File: config.mk
export PLATFORM = sky130hd
export DESIGN_NAME = fetch_window_aligner_flat
export DESIGN_NICKNAME = d
export VERILOG_FILES = /design/src/rtl/fetch_pkg.sv /design/src/rtl/fetch_window_aligner_if.sv /design/src/rtl/fetch_byte_funnel.sv /design/src/rtl/fetch_window_aligner.sv /design/src/flat_wrapper.sv
export SDC_FILE = /design/constraint.sdc
export NUM_CORES = 2
export LEC_CHECK = 0
export BUFFER_PORTS_ARGS = -buffer_cell sky130_fd_sc_hd__buf_4
export CAP_MARGIN = 20
export CORE_MARGIN = 2
export CORE_UTILIZATION = 35
export DETAILED_ROUTE_END_ITERATION = 16
export GPL_TIMING_DRIVEN = 0
export SLEW_MARGIN = 25
export SYNTH_ARGS = -nofsm -noshare
export SYNTH_HDL_FRONTEND = slang
export SYNTH_SLANG_ARGS = --single-unit
File: constraint.sdc
create_clock -name clk -period 16.05 [get_ports clk]
set_clock_uncertainty 0.05 [all_clocks]
set_input_delay 1.605 -clock clk [delete_from_list [all_inputs] [get_ports clk]]
set_output_delay 1.605 -clock clk [all_outputs]
set_load 0.03 [all_outputs]
File: src/rtl/fetch_pkg.sv
// fetch_pkg: shared sizes and types for the fetch window aligner.
package fetch_pkg;
    localparam int LINE_SIZE    = 512;
    localparam int LINE_BYTES   = LINE_SIZE / 8;
    localparam int WINDOW_BYTES = 10;
    localparam int CW           = $clog2(LINE_BYTES);
    localparam int BW           = $clog2(WINDOW_BYTES + 1);
    localparam int AW           = $clog2(2 * LINE_BYTES + 1);
    typedef logic [LINE_SIZE-1:0]      line_t;
    typedef logic [8*WINDOW_BYTES-1:0] window_t;
    typedef logic [CW-1:0]             cursor_t;
    typedef logic [BW-1:0]             bytecnt_t;
    typedef logic [AW-1:0]             avail_t;
endpackage

File: src/rtl/fetch_window_aligner_if.sv
// fetch_window_aligner_if: line input, window output and consume handshake bundle.
//   master: line source / window consumer side; slave: the aligner.
interface fetch_window_aligner_if;
    import fetch_pkg::*;
    logic     line_valid;
    logic     line_ready;
    line_t    line_data;
    logic     line_last;
    logic     flush;
    logic     win_valid;
    window_t  win_data;
    bytecnt_t win_bytes;
    logic     consume_valid;
    bytecnt_t consume_bytes;
    logic     msg_done;
    logic     err;
    modport master (
        output line_valid, line_data, line_last, flush, consume_valid, consume_bytes,
        input  line_ready, win_valid, win_data, win_bytes, msg_done, err
    );
    modport slave (
        input  line_valid, line_data, line_last, flush, consume_valid, consume_bytes,
        output line_ready, win_valid, win_data, win_bytes, msg_done, err
    );
endinterface

File: src/rtl/fetch_byte_funnel.sv
// fetch_byte_funnel: combinational byte funnel selecting a window at the cursor.
//   buf_data: {nxt, cur} lines; cursor: start byte; avail: buffered bytes
//   win_data: window bytes (unused bytes zero); win_bytes: min(avail, WINDOW_BYTES)
module fetch_byte_funnel
    import fetch_pkg::*;
(
    input  logic [2*LINE_SIZE-1:0] buf_data,
    input  cursor_t                cursor,
    input  avail_t                 avail,
    output window_t                win_data,
    output bytecnt_t               win_bytes
);
    logic [2*LINE_SIZE-1:0] shifted;
    always_comb begin
        win_bytes = (avail >= avail_t'(WINDOW_BYTES)) ? bytecnt_t'(WINDOW_BYTES) : bytecnt_t'(avail);
        shifted   = buf_data >> {cursor, 3'b000};
        win_data  = '0;
        for (int i = 0; i < WINDOW_BYTES; i++)
            win_data[8*i +: 8] = (i < int'(win_bytes)) ? shifted[8*i +: 8] : 8'h00;
    end
endmodule

File: src/rtl/fetch_window_aligner.sv
// fetch_window_aligner: two-line buffer with byte cursor presenting a varint header window.
//   clk, rst_n (async active-low); bus: line input, window output, consume, flush, msg_done, err
module fetch_window_aligner
    import fetch_pkg::*;
(
    input  logic                 clk,
    input  logic                 rst_n,
    fetch_window_aligner_if.slave bus
);
    localparam logic [CW:0] LB_W = (CW+1)'(LINE_BYTES);
    logic     cur_vld_q, cur_vld_d, cur_last_q, cur_last_d;
    logic     nxt_vld_q, nxt_vld_d, nxt_last_q, nxt_last_d;
    line_t    cur_data_q, cur_data_d, nxt_data_q, nxt_data_d;
    cursor_t  cursor_q, cursor_d;
    logic     err_q, err_d, msg_done_q, msg_done_d;
    avail_t   avail;
    logic     last_buf, win_valid, hit, fire, over, pop, accept;
    logic [CW:0] sum;
    window_t  fun_data;
    bytecnt_t fun_bytes;

    fetch_byte_funnel u_funnel (
        .buf_data  ({nxt_data_q, cur_data_q}),
        .cursor    (cursor_q),
        .avail     (avail),
        .win_data  (fun_data),
        .win_bytes (fun_bytes)
    );

    assign bus.line_ready = !nxt_vld_q;
    assign bus.win_valid  = win_valid;
    assign bus.win_data   = win_valid ? fun_data : '0;
    assign bus.win_bytes  = fun_bytes;
    assign bus.msg_done   = msg_done_q;
    assign bus.err        = err_q;

    always_comb begin
        avail      = (cur_vld_q ? avail_t'(LINE_BYTES) - avail_t'(cursor_q) : '0)
                   + (nxt_vld_q ? avail_t'(LINE_BYTES) : '0);
        last_buf   = nxt_vld_q ? nxt_last_q : (cur_vld_q && cur_last_q);
        win_valid  = cur_vld_q && (avail >= avail_t'(WINDOW_BYTES) || last_buf);
        hit        = bus.consume_valid && win_valid;
        fire       = hit && bus.consume_bytes != '0 && bus.consume_bytes <= fun_bytes;
        over       = hit && bus.consume_bytes > fun_bytes;
        sum        = {1'b0, cursor_q} + (CW+1)'(bus.consume_bytes);
        pop        = fire && sum >= LB_W;
        accept     = bus.line_valid && !nxt_vld_q;
        cur_vld_d  = cur_vld_q;
        cur_last_d = cur_last_q;
        cur_data_d = cur_data_q;
        nxt_vld_d  = nxt_vld_q;
        nxt_last_d = nxt_last_q;
        nxt_data_d = nxt_data_q;
        cursor_d   = cursor_q;
        err_d      = err_q || over;
        // Consuming the whole buffer is only possible with nxt empty, so this marks message end.
        msg_done_d = pop && !nxt_vld_q && cur_last_q;
        if (pop) begin
            cur_vld_d  = nxt_vld_q;
            cur_last_d = nxt_last_q;
            cur_data_d = nxt_data_q;
            nxt_vld_d  = 1'b0;
            cursor_d   = cursor_t'(sum - LB_W);
        end else if (fire) begin
            cursor_d   = cursor_t'(sum);
        end
        // Accept implies nxt was empty, so a popping cur leaves cur free for the new line.
        if (accept && (!cur_vld_q || pop)) begin
            cur_vld_d  = 1'b1;
            cur_last_d = bus.line_last;
            cur_data_d = bus.line_data;
        end else if (accept) begin
            nxt_vld_d  = 1'b1;
            nxt_last_d = bus.line_last;
            nxt_data_d = bus.line_data;
        end
        if (bus.flush) begin
            cur_vld_d  = 1'b0;
            nxt_vld_d  = 1'b0;
            cursor_d   = '0;
            err_d      = 1'b0;
            msg_done_d = 1'b0;
        end
    end

    always_ff @(posedge clk or negedge rst_n) begin
        if (!rst_n) begin
            cur_vld_q  <= 1'b0;
            cur_last_q <= 1'b0;
            cur_data_q <= '0;
            nxt_vld_q  <= 1'b0;
            nxt_last_q <= 1'b0;
            nxt_data_q <= '0;
            cursor_q   <= '0;
            err_q      <= 1'b0;
            msg_done_q <= 1'b0;
        end else begin
            cur_vld_q  <= cur_vld_d;
            cur_last_q <= cur_last_d;
            cur_data_q <= cur_data_d;
            nxt_vld_q  <= nxt_vld_d;
            nxt_last_q <= nxt_last_d;
            nxt_data_q <= nxt_data_d;
            cursor_q   <= cursor_d;
            err_q      <= err_d;
            msg_done_q <= msg_done_d;
        end
    end
endmodule

File: src/flat_wrapper.sv
// flat-port wrapper written by rule: the top's interface ports become plain ports
module fetch_window_aligner_flat import fetch_pkg::*;
  (clk, rst_n, bus_line_valid, bus_line_data, bus_line_last, bus_flush, bus_consume_valid, bus_consume_bytes, bus_line_ready, bus_win_valid, bus_win_data, bus_win_bytes, bus_msg_done, bus_err);
  fetch_window_aligner_if bus_i ();
  input  logic clk;
  input  logic rst_n;
  input wire logic [$bits(bus_i.line_valid)-1:0] bus_line_valid;
  input wire logic [$bits(bus_i.line_data)-1:0] bus_line_data;
  input wire logic [$bits(bus_i.line_last)-1:0] bus_line_last;
  input wire logic [$bits(bus_i.flush)-1:0] bus_flush;
  input wire logic [$bits(bus_i.consume_valid)-1:0] bus_consume_valid;
  input wire logic [$bits(bus_i.consume_bytes)-1:0] bus_consume_bytes;
  output wire logic [$bits(bus_i.line_ready)-1:0] bus_line_ready;
  output wire logic [$bits(bus_i.win_valid)-1:0] bus_win_valid;
  output wire logic [$bits(bus_i.win_data)-1:0] bus_win_data;
  output wire logic [$bits(bus_i.win_bytes)-1:0] bus_win_bytes;
  output wire logic [$bits(bus_i.msg_done)-1:0] bus_msg_done;
  output wire logic [$bits(bus_i.err)-1:0] bus_err;
  assign bus_i.line_valid = bus_line_valid;
  assign bus_i.line_data = bus_line_data;
  assign bus_i.line_last = bus_line_last;
  assign bus_i.flush = bus_flush;
  assign bus_i.consume_valid = bus_consume_valid;
  assign bus_i.consume_bytes = bus_consume_bytes;
  assign bus_line_ready = bus_i.line_ready;
  assign bus_win_valid = bus_i.win_valid;
  assign bus_win_data = bus_i.win_data;
  assign bus_win_bytes = bus_i.win_bytes;
  assign bus_msg_done = bus_i.msg_done;
  assign bus_err = bus_i.err;
  fetch_window_aligner u_core (.clk(clk), .rst_n(rst_n), .bus(bus_i));
endmodule
==> metrics.csv <==
stage;metric;value;unit
clocking;maximum root-to-sink buffer count;3;
sta;Fin Hold WS;0.444;ns
synth;flops & latches, synth;1036;
synth;Synth area leaders;dfrtp_1 39%, mux4_2 24%, mux2i_1 9.2%, inv_1 8.8%, a222oi_1 7.8%;
synth;FFs w/ async S/R, synth;1.00;
cells_and_area;layout net count;6957;
placement;Cell Count Post-Placement;8806;
clocking;# resized after CTS;0;
synth;Netlist Area Pre-Place;66200;sq um
floorplan;Die Footprint;193000;sq um
synth;cell count after synthesis;5656;
cells_and_area;final core utilization;0.421;
synth;synth unique cells;62;
global_route;total track usage;0.454;
global_route;met1 Resource Use GR;0.593;
status;status;completed;
global_route;global route overflow;0;
placement;I/O Buffers;608;
cells_and_area;Non-Filler Instances;9065;
synth;synthesized area per cell;11.7;sq um
min_path;worst hold path type;reg -> reg;
sta;setup tns final;0;ns
sta;final period utilization;0.611;
floorplan;Core ar.;188000;sq um
worst_setup_path;Crit path top cell by count;buf_2;
synth;post-synth top area share;0.391;
placement;RePlAce Congestion;1.23;
global_route;met2 Track Usage GR;0.600;
clocking;clk_lat worst skew;0.85;ns
pwr;total power;10.3;mW
route;vias per inst;6.78;
sta;Max Slew Vio Count;0;
route;DR vias;61434;
worst_setup_path;crit-path cells;buf_4 -> buf_2 -> buf_2 -> buf_2 -> buf_1 -> clkbuf_1 -> inv_1 -> ha_1 -> and4bb_1 -> and3_1 -> buf_6 -> o211ai_1 -> nand3_1 -> o21bai_2 -> buf_6 -> a21oi_1 -> buf_4;
global_route;global-route wire length before repair;571000;um
clocking;CTS Buf Count;111;
sta;# setup viols final;0;
global_route;largest net degree at the start of global routing;139;
global_route;gr busiest metal;met2;
floorplan;I/O pin cnt;610;
synth;Yosys top cell by area;dfrtp_1;
worst_setup_path;Worst setup EP type;output port;
global_route;vias in the first global route;58126;
route;antenna viol nets, final;0;
worst_setup_path;slowest cell on the critical path;buf_1;
worst_setup_path;FF-to-FF path depth;24;
cells_and_area;area grow syn2layout;19.4;%
pwr;Static Leak;39.6;nW
min_path;worst hold stages;2;
worst_setup_path;CP Depth;17;
worst_setup_path;R2R setup slack;7.46;ns
synth;synthesized net count;6187;
worst_setup_path;crit-path max FO;10;
worst_setup_path;Critical Path Source Type;flop;
worst_setup_path;CP top delay family;buffers and inverters;
sta;fmax;0.102;GHz
floorplan;# rows;159;
route;drt first-iter violations;10728;
worst_setup_path;Required @ worst endpoint;14.40;ns
pwr;pwr dens;130;nW/um^2
global_route;M3 GR Usage;0.224;
placement;post-DP HPWL;364000;um
route;Routed WL;446000;um
sta;Slew @ Worst Pin;1.29;ns
synth;Post-synth top flop;dfrtp_1;
clocking;# H-tree levels;3;
flow_run;max cap viols;0;
worst_setup_path;Critical Path AT;8.15;ns
worst_setup_path;Buf+Inv Stages, Crit Path;10;
floorplan;initial core utilization;0.352;
clocking;# clock sinks;1036;
synth;post-synthesis sequential area ratio;0.391;
route;drt first pass iters;10;
sta;max_slew headroom;0.143;
sta;final hold vios;0;
clocking;Root Driver;clkbuf_16;
pwr;peak supply drop;107;uV
cells_and_area;# fillers;17791;
route;routed len/inst;49.2;um
synth;synth warn;0;
synth;EDFF count, synth;0;
cells_and_area;layout cell share with drive strength beyond 1;0.306;
clocking;CTS tree;built;
cells_and_area;commonest cells after routing, fill and taps aside;1548 x inv_1, 1036 x dfrtp_1, 704 x mux4_2;
clocking;hold_buf cts;0;
worst_setup_path;Setup CP Type;reg -> out;
cells_and_area;most common cell after layout, fill and taps aside;inv_1;
clocking;clk slew on worst S/H paths;0.06;ns
route;DRC Markers;0;
sta;min Tclk post-route;9.81;ns
worst_setup_path;CP max stage delay;0.80;ns
floorplan;die outline width;439;um
floorplan;Die Y;439;um
sta;RSZ-0062 raised after global routing;no;
clocking;Setup Fix Bufs, Post-CTS;0;
global_route;initial antenna violation count;71;
==> synthesized netlist by cell type, drive strengths merged, types with 3 or more instances <==
cell type  count
a211oi         7
a21o           3
a21oi        127
a221oi        16
a222oi       513
a22oi        101
a311oi        14
a31oi         19
a32oi          5
and2           3
and3           8
buf          334
clkbuf       144
dfrtp       1036
ha             8
inv         1551
mux2          49
mux2i        608
mux4         704
nand2        148
nand2b         8
nand3         23
nor2          85
nor2b          3
nor3          19
o211a         32
o211ai        21
o21ai         25
o22ai         11
o31ai          3
or4            4
xnor2          3
==> stage by stage <==
step | area (sq um) | setup slack (ns)
after floorplan | 66200 | 10.11
after global placement | 73900 | 0.672
after detailed placement | 75200 | 7.56
after CTS | 78900 | 6.64
after global routing | 79000 | 6.26
final | 79100 | 6.24
==> power breakdown <==
part / leakage (nW) / switching [mW] / internal (mW) / total, mW
logic: 26.1 / 2.14 / 1.35 / 3.49
clock network: 1.85 / 1.16 / 1.54 / 2.70
registers: 11.7 / 0.951 / 3.15 / 4.10
==> cells by family (layout without fill, tap and decap cells) <==
family	after synthesis	in the layout	synth area share
flip-flops	1036	1036	0.391
multiplexers	1361	1361	0.340
AND/OR/NAND/NOR	309	309	0.0201
adder cells (fa/ha/maj)	9	9	0.00181
other	0	57	0
AO/OA/AOI/OAI	909	909	0.119
XOR/XNOR	3	3	0.000397
buffers and inverters	2029	2886	0.128
==> registers in the layout, indices dropped and copies added (netlist names) <==
signal / flops
u_core.nxt_data_q: 512
u_core.cur_data_q: 512
u_core.cur_vld_q: 1
u_core.nxt_vld_q: 1
u_core.cursor_q: 6
u_core.cur_last_q: 1
u_core.bus.err: 1
u_core.bus.msg_done: 1
u_core.nxt_last_q: 1
==> final timing paths <==
kind / startpoint / to
max: u_core.cursor_q[0] / bus_win_data[70]
min: u_core.nxt_data_q[168] / u_core.cur_data_q[168]
max reg2reg: u_core.cursor_q[0] / u_core.cur_data_q[29]
min reg2reg: u_core.nxt_data_q[168] / u_core.cur_data_q[168]
max in group asynchronous: rst_n / u_core.cur_data_q[106]
min in group asynchronous: rst_n / u_core.cur_data_q[458]
==> layout make-up <==
type	count	area, sq um	share of cell area
repair buffers	657	5640	0.0713
multi-input cells	2591	31900	0.404
diodes	57	143	0.00180
clock inverters	36	493	0.00623
inverters	1551	5820	0.0736
well taps	2495	3120	0.0395
plain buffers	478	2770	0.0350
flip-flops and latches	1036	25900	0.328
clock buffers	164	3260	0.0412
==> routing by layer <==
layer | vias to the layer above | part of all wire
met5 | - | 0.0020
met4 | 37 | 0.071
met3 | 1025 | 0.14
met2 | 5174 | 0.39
met1 | 32778 | 0.40
li1 | 22420 | -
==> tightest hold or removal path, cell delays in order, from the launching register on <==
cell and delay, ns:
dfrtp_1 0.35, inv_1 0.07, a222oi_1 0.06
Power figures use the tool's default switching activity.
